`config.mk`:
```
export PLATFORM = sky130hd
export DESIGN_NAME = scr_word_tx_flat
export DESIGN_NICKNAME = d
export VERILOG_FILES = /design/src/rtl/scr_word_tx_if.sv /design/src/rtl/scr_word_tx.sv /design/src/flat_wrapper.sv
export SDC_FILE = /design/constraint.sdc
export NUM_CORES = 1
export LEC_CHECK = 0
export CORE_MARGIN = 2
export CORE_UTILIZATION = 35
export CTS_BUF_LIST = sky130_fd_sc_hd__clkbuf_4 sky130_fd_sc_hd__clkbuf_8 sky130_fd_sc_hd__clkbuf_16
export CTS_CLUSTER_DIAMETER = 150
export DETAILED_ROUTE_END_ITERATION = 10
export SLEW_MARGIN = 20
export SYNTH_ARGS = -nofsm -noshare
export SYNTH_HDL_FRONTEND = slang
export SYNTH_SLANG_ARGS = --single-unit
export TNS_END_PERCENT = 1
```
`constraint.sdc`:
```
create_clock -name clock -period 6.4 [get_ports clock]
set_input_delay 1.6 -clock clock [delete_from_list [all_inputs] [get_ports clock]]
set_output_delay 1.6 -clock clock [all_outputs]
set_load 0.03 [all_outputs]
```
`src/rtl/scr_word_tx_if.sv`:
```
// Upstream word stream of the scrambler transmit block: words in with
// valid/ready, and the core's results returned with a one-cycle valid pulse.
interface scr_word_tx_if;
    logic [5:0] in_data;
    logic       in_valid;
    logic       in_ready;
    logic [5:0] res_data;
    logic       res_valid;

    // Upstream source / result consumer
    modport master (
        output in_data,
        output in_valid,
        input  in_ready,
        input  res_data,
        input  res_valid
    );

    // Transmit block
    modport slave (
        input  in_data,
        input  in_valid,
        output in_ready,
        output res_data,
        output res_valid
    );
endinterface

```
`src/rtl/scr_word_tx.sv`:
```
// Transmit side of the 6-bit strobed word interface. Words are buffered in a
// small FIFO, presented on x_tx, committed with a one-cycle low pulse on stbo,
// and the core result is sampled a fixed gap later and returned upstream.
module scr_word_tx #(
    parameter int unsigned DEPTH    = 4,
    parameter int unsigned HOLD_CYC = 2,
    parameter int unsigned GAP_CYC  = 24
) (
    input  logic                   clock,
    input  logic                   reset,
    scr_word_tx_if.slave           up,
    output logic [5:0]             x_tx,
    output logic                   stbo,
    input  logic [5:0]             res_in,
    output logic [$clog2(DEPTH):0] fifo_level
);

    localparam int unsigned PtrW   = $clog2(DEPTH);
    localparam int unsigned LvlW   = PtrW + 1;
    localparam int unsigned MaxCnt = (HOLD_CYC > GAP_CYC) ? HOLD_CYC : GAP_CYC;
    localparam int unsigned CntW   = $clog2(MaxCnt) + 1;

    typedef enum logic [1:0] {
        StIdle,
        StHold,
        StCommit,
        StWait
    } state_e;

    state_e            state_q, state_d;
    logic [CntW-1:0]   cnt_q, cnt_d;
    logic [PtrW-1:0]   rd_ptr_q, rd_ptr_d;
    logic [PtrW-1:0]   wr_ptr_q, wr_ptr_d;
    logic [LvlW-1:0]   level_q, level_d;
    logic              in_ready_q, in_ready_d;
    logic [5:0]        x_q, x_d;
    logic              stbo_q, stbo_d;
    logic [5:0]        res_data_q, res_data_d;
    logic              res_valid_q, res_valid_d;
    logic [5:0]        mem_q [DEPTH];

    logic              push;
    logic              pop;

    // in_ready comes from a register, so push never depends combinationally on it
    assign push = up.in_valid & in_ready_q;

    // Word sequencer: pop, hold, commit, wait for the core, then sample the result
    always_comb begin
        state_d     = state_q;
        cnt_d       = cnt_q;
        x_d         = x_q;
        res_data_d  = res_data_q;
        res_valid_d = 1'b0;
        pop         = 1'b0;

        case (state_q)
            StIdle: begin
                if (level_q != '0) begin
                    pop     = 1'b1;
                    x_d     = mem_q[rd_ptr_q];
                    cnt_d   = CntW'(HOLD_CYC - 1);
                    state_d = StHold;
                end
            end
            StHold: begin
                if (cnt_q == '0) begin
                    state_d = StCommit;
                end else begin
                    cnt_d = cnt_q - CntW'(1);
                end
            end
            StCommit: begin
                cnt_d   = CntW'(GAP_CYC - 1);
                state_d = StWait;
            end
            StWait: begin
                if (cnt_q == '0) begin
                    res_data_d  = res_in;
                    res_valid_d = 1'b1;
                    state_d     = StIdle;
                end else begin
                    cnt_d = cnt_q - CntW'(1);
                end
            end
            default: begin
                state_d = StIdle;
            end
        endcase

        // stbo is registered: it goes low exactly for the cycle spent in COMMIT
        stbo_d = (state_d != StCommit);
    end

    // FIFO pointer and occupancy bookkeeping; power-of-two depth lets pointers wrap naturally
    always_comb begin
        wr_ptr_d = wr_ptr_q;
        rd_ptr_d = rd_ptr_q;
        level_d  = level_q;

        if (push) begin
            wr_ptr_d = wr_ptr_q + PtrW'(1);
        end
        if (pop) begin
            rd_ptr_d = rd_ptr_q + PtrW'(1);
        end

        case ({push, pop})
            2'b10:   level_d = level_q + LvlW'(1);
            2'b01:   level_d = level_q - LvlW'(1);
            default: level_d = level_q;
        endcase

        in_ready_d = (level_d < LvlW'(DEPTH));
    end

    // Control and output registers with synchronous active-low reset
    always_ff @(posedge clock) begin
        if (!reset) begin
            state_q     <= StIdle;
            cnt_q       <= '0;
            rd_ptr_q    <= '0;
            wr_ptr_q    <= '0;
            level_q     <= '0;
            in_ready_q  <= 1'b1;
            x_q         <= '0;
            stbo_q      <= 1'b1;
            res_data_q  <= '0;
            res_valid_q <= 1'b0;
        end else begin
            state_q     <= state_d;
            cnt_q       <= cnt_d;
            rd_ptr_q    <= rd_ptr_d;
            wr_ptr_q    <= wr_ptr_d;
            level_q     <= level_d;
            in_ready_q  <= in_ready_d;
            x_q         <= x_d;
            stbo_q      <= stbo_d;
            res_data_q  <= res_data_d;
            res_valid_q <= res_valid_d;
        end
    end

    // FIFO storage; contents need no reset since the pointers gate every read
    always_ff @(posedge clock) begin
        if (push) begin
            mem_q[wr_ptr_q] <= up.in_data;
        end
    end

    assign up.in_ready  = in_ready_q;
    assign up.res_data  = res_data_q;
    assign up.res_valid = res_valid_q;
    assign x_tx         = x_q;
    assign stbo         = stbo_q;
    assign fifo_level   = level_q;

endmodule

```
`src/flat_wrapper.sv`:
```
// flat-port wrapper written by rule: the top's interface ports become plain ports
module scr_word_tx_flat 
#(
    parameter int unsigned DEPTH    = 4,
    parameter int unsigned HOLD_CYC = 2,
    parameter int unsigned GAP_CYC  = 24
)
  (clock, reset, x_tx, stbo, res_in, fifo_level, up_in_data, up_in_valid, up_in_ready, up_res_data, up_res_valid);
  scr_word_tx_if up_i ();
  input  logic clock;
  input  logic reset;
  output logic [5:0] x_tx;
  output logic stbo;
  input  logic [5:0] res_in;
  output logic [$clog2(DEPTH):0] fifo_level;
  input wire logic [$bits(up_i.in_data)-1:0] up_in_data;
  input wire logic [$bits(up_i.in_valid)-1:0] up_in_valid;
  output wire logic [$bits(up_i.in_ready)-1:0] up_in_ready;
  output wire logic [$bits(up_i.res_data)-1:0] up_res_data;
  output wire logic [$bits(up_i.res_valid)-1:0] up_res_valid;
  assign up_i.in_data = up_in_data;
  assign up_i.in_valid = up_in_valid;
  assign up_in_ready = up_i.in_ready;
  assign up_res_data = up_i.res_data;
  assign up_res_valid = up_i.res_valid;
  scr_word_tx #(.DEPTH(DEPTH), .HOLD_CYC(HOLD_CYC), .GAP_CYC(GAP_CYC)) u_core (.clock(clock), .reset(reset), .up(up_i), .x_tx(x_tx), .stbo(stbo), .res_in(res_in), .fifo_level(fifo_level));
endmodule
```
# Yosys cells after proc, flatten, opt, wreduce, memory -nomap -nowiden
# Memories as Yosys holds them, arrays and structs flattened. A register that Yosys moved wholly into a read port is not among the register bits.
# Cells that the tools add are included.
# W data, S select, Z words.
[op_classes]
addsub = 5
n_lt_le_gt_ge = 1
n_eq_ne = 8
n_mux = 13
bitwise = 1
reduce_logical = 9
[op_table]
columns = ["op", "count"]
rows = [
  ["$pmux W6 S3", 1],
  ["$mux W6", 2],
  ["$pmux W2 S4", 1],
  ["$reduce_and A2 Y1", 4],
  ["$eq A2 B2 Y1 const B", 3],
  ["$logic_not A6 Y1", 1],
  ["$mux W2", 3],
  ["$pmux W3 S2", 1],
  ["$sub A6 B1 Y6 const B", 1],
  ["$mux W1", 5],
  ["$add A2 B1 Y2 const B", 2],
  ["$eq A2 B1 Y1 const B", 2],
  ["$ne A2 B2 Y1 const B", 2],
  ["$add A3 B1 Y3 const B", 1],
  ["$lt A3 B3 Y1 const B", 1],
  ["$reduce_bool A3 Y1", 1],
  ["$sub A3 B1 Y3 const B", 1],
  ["$logic_not A2 Y1", 1],
  ["$ne A2 B1 Y1 const B", 1],
  ["$reduce_or A2 Y1", 1],
  ["$and A1 B1 Y1", 1],
  ["$logic_not A1 Y1", 1],
]
[word_totals]
reg_bits = 24
ramBits = 24
inputBits = 15
out_inout_bits = 18
word_cells = 47
n_memories = 1
[memory_table]
columns = ["name", "words", "width", "read_ports", "rd_clocked_by_memory_dff", "write_ports", "line_no", "rtl"]
rows = [
  ["u_core.mem_q", 4, 6, 1, 1, 1, "scr_word_tx.sv:40", "logic [5:0] mem_q [DEPTH];"],
]

# Longest topological paths before layout
[depth]
word_depth = 6
ltp_mapped = 10
mapped_depth_nobuf = 9

# Worst setup path before layout
# OpenSTA, ideal clock, no wires.
[synth_path]
path_kind = "input-to-reg"
start = "input port up_in_valid"
end = "register u_core.in_ready_q (netlist: u_core.up.in_ready)"
setup_time_ps = 123
arrival_ps = 2773
required_ps = 6277
path_slack_ps = 3505
path_stages = 7
path_buffers = 0
cell_sequence = "nand2_1 > ha_1 > fa_1 > xnor2_1 > nor2_1 > xnor2_1 > nand2b_1"
[synth_via]
elab_chain_cells = 4
word_cells_on_any_way = 5
classes_between = "order compare: 1; eq/ne: 2; mux: 1; bitwise: 1"
[synth_rtl]
columns = ["element", "line_no", "rtl"]
rows = [
  ["start, declared", "flat_wrapper.sv:17", "input wire logic [$bits(up_i.in_valid)-1:0] up_in_valid;"],
  ["$and A1 B1 Y1 (*)", "scr_word_tx.sv:46", "assign push = up.in_valid & in_ready_q;"],
  ["$eq A2 B1 Y1 / $eq A2 B2 Y1 (equally long branches)", "scr_word_tx.sv:108", "case ({push, pop})"],
  ["$pmux W3 S2 (*)", "scr_word_tx.sv:108", ""],
  ["$lt A3 B3 Y1 (*)", "scr_word_tx.sv:114", "in_ready_d = (level_d < LvlW'(DEPTH));"],
  ["end signal, assigned", "scr_word_tx.sv:136", "in_ready_q <= in_ready_d;"],
  ["end, declared", "scr_word_tx.sv:35", "logic in_ready_q, in_ready_d;"],
]
# Mark *: on every way between the ends. The rest lies on a longest branch, timed or not.
# A chain may end at the register's enable or synchronous reset.

# Worst setup path after layout
# Same ends and word-level chain as after synthesis.

==> results.py <==
metrics = {
    "clock_tree": {
        "clock_latency_ns": 0.31,
        "cts_tree": "done",
        "post_cts_buffers": 0,
        "cts_max_path_buffers": 2,
        "cts.clk_slew.worst_paths_ns": 0.09,
        "cts_made_buffers": 5,
        "clock-sinks": 54,
        "cts_max_level": 2,
        "cts_resized": 0,
        "cts_root_buf": "clkbuf_8",
        "cts_hold_buf": 0,
    },
    "global_routing": {
        "grt_pass1_wl_um": 7086,
        "grt_pass1_vias": 1411,
        "grt_max_degree": 30,
        "track_usage_pct": 12.63,
        "antenna_found_initial": 0,
        "overflow": 0,
    },
    "timing": {
        "final.setup.tns_ns": 0,
        "worst_pin_slew_ns": 0.8611,
        "setup_viol": 0,
        "final.setup.worst_slack_ns": 3.174,
        "skew_ns": 0.005695,
        "drv_slew": 0,
        "fmax_mhz": 309.9,
        "rsz0062_at_grt": "no",
        "min_period_over_period_pct": 50.41,
        "hold_violations": 0,
        "finalCriticalPeriod_ns": 3.226,
        "slew_headroom_pct": 42.41,
    },
    "synthesis": {
        "yosysTopAreaCell": "edfxtp_1",
        "synthMuxAreaShare_pct": 7.368,
        "yosysMostFrequentCell": "dfxtp_1",
        "synth_nets": 203,
        "synth_area_um2": 2258,
        "synth_top_family_by_area": "simple AND/OR/NAND/NOR gates",
        "synth-edff-count": 24,
        "yosys.area_share.simple_pct": 14.96,
        "avgSynthCellArea_um2": 12.48,
        "synth.distinct_cells": 40,
        "synthXorXnorAreaFrac_pct": 2.715,
        "ys_seq_elements": 54,
        "ys_top_cells_by_area": "edfxtp_1 32%, dfxtp_1 27%, mux4_2 6.0%",
        "synth_common_cells": "30 x dfxtp_1, 24 x edfxtp_1, 21 x nand2_1",
        "ys.flop_type": "dfxtp_1",
        "yosysWarnings": 0,
        "async_reset_ff_share_pct": 0,
        "synth_seq_area_share_pct": 58.50,
        "yosys.area.top_type_share_pct": 31.91,
        "synth_fa_ha_area_share_pct": 4.211,
        "synth_compound_area_share_pct": 9.197,
        "syn_inst": 181,
    },
    "worst_hold_path": {
        "worstHoldPathType": "flop to flop",
        "worstHoldPathCells": 2,
    },
    "final_layout": {
        "fillers": 600,
        "drive_gt1_share_pct": 8.879,
        "synthToLayoutAreaGrowth_pct": 20.78,
        "n_antenna_cell": 0,
        "final_nets": 235,
        "final_util_pct": 43.45,
    },
    "critical_path": {
        "r2r_cells": 9,
        "path_class": "primary input to flop",
        "crit_arrival_ns": 3.40,
        "crit_required_ns": 6.57,
        "worstPathMaxFanout": 6,
        "cp-end-kind": "flop",
        "startpoint_type": "primary input",
    },
    "drt": {
        "drtAntennaViolNets": 0,
        "finalWirelength_um": 4044,
        "route.detailed.drc": 0,
        "via_count": 1398,
        "wire_per_inst_um": 13.90,
        "first_pass_iters": 4,
        "via_per_inst": 4.804,
        "drt-initial-drc-count": 79,
    },
    "die": {
        "io_pins": 33,
        "initial_core_util_pct": 35.98,
        "std_cell_rows": 29,
        "dieArea_um2": 7112,
        "die_w_um": 84.33,
        "coreArea_um2": 6277,
        "die_h_um": 84.33,
    },
    "pwr": {
        "vdd_ir_drop_max_v": 0.0002168,
        "power.density_nw_per_um2": 427.7,
        "leakage_uw": 0.0009584,
    },
    "job": {
        "maxCapViolCount": 0,
    },
    "placed_design": {
        "pre_cts_ws_ns": 2.848,
        "gp_congestion": 0.7342,
        "port_buffers": 32,
        "dp_hpwl_um": 2901,
    },
    "status": {
        "outcome": "finished, final reports clean",
    },
}
[logic make-up (layout without fill, tap and decap cells)]
| family | count (synthesis) | after routing |
|---|---|---|
| compound gates | 28 | 28 |
| xor+xnor | 7 | 7 |
| fa+ha+maj | 7 | 7 |
| buf+inv | 14 | 47 |
| flops | 54 | 54 |
| mux | 9 | 9 |
| simple gates | 62 | 62 |
[final cells by class]
cell class	count	area [um^2]	share of cell area [%]
clock buffer	6	82.58	3.028
clock inverter	2	12.51	0.4587
inverter	7	26.28	0.9633
multi-input combinational	113	868.3	31.83
sequential	54	1321	48.44
tap	77	96.34	3.532
timing repair buffer	32	320.3	11.74
[metal layers]
metal,track usage [%],routed length [um],vias to the layer above
met5,0,0,-
met4,5.195,85,0
met3,3.048,112,6
met2,20.06,1951,16
met1,16.66,1895,665
li1,-,-,711
[worst max-delay path: stages]
cell and delay (ns):
clkdlybuf4s50_1 0.55, nand2_1 0.13, ha_1 0.24, fa_1 0.39
xnor2_1 0.16, nor2_1 0.06, xnor2_1 0.13, nand2b_1 0.14
[placed cells by master, fill, tap and decap left out, drive strengths merged, types with 7 or more instances in the layout]
cell	count
a21boi	15
clkdlybuf4s50	32
inv	7
and2	8
dfxtp	30
nand3	10
xnor2	7
nand2	22
edfxtp	24
[path summary, 6_finish.rpt]
check | slack (ns) | to | from
worst max-delay path | 3.17 | u_core.up.in_ready | up_in_valid
worst min-delay path | 0.46 | u_core.up.res_data[2] | u_core.up.res_data[2]
worst max register to register | 3.88 | u_core.up.in_ready | u_core.fifo_level[0]
worst min register to register | 0.46 | u_core.up.res_data[2] | u_core.up.res_data[2]
[power by group]
group / switching, uW / internal [uW]
sequential: 71.8 / 434
combinational: 248 / 216
clock: 109 / 87.1
[registers in the layout (all words and copies together), names as in the netlist, named ones only]
signal,flops
u_core.cnt_q,6
u_core.up.res_data,6
u_core.x_tx,6
u_core.up.in_ready,1
u_core.stbo,1
u_core.fifo_level,2
u_core.wr_ptr_q,2
u_core.mem_q,24
u_core.rd_ptr_q,2
u_core.up.res_valid,1
u_core.state_q,2
[metrics by stage]
| step | cell area [um^2] | total power [uW] | instances | hold slack (ns) |
|---|---|---|---|---|
| floorplan | 2258 | 851.8 | 181 | 0.4584 |
| CTS | 2728 | 1184 | 291 | 0.4604 |
| global placement | 2633 | 983.7 | 283 | 0.4423 |
| global route | 2728 | 1258 | 291 | 0.4900 |
| finish | 2728 | 1167 | 291 | 0.4550 |
| detailed placement | 2633 | 987.4 | 283 | 0.4468 |
(Power assumes the default switching activity.)
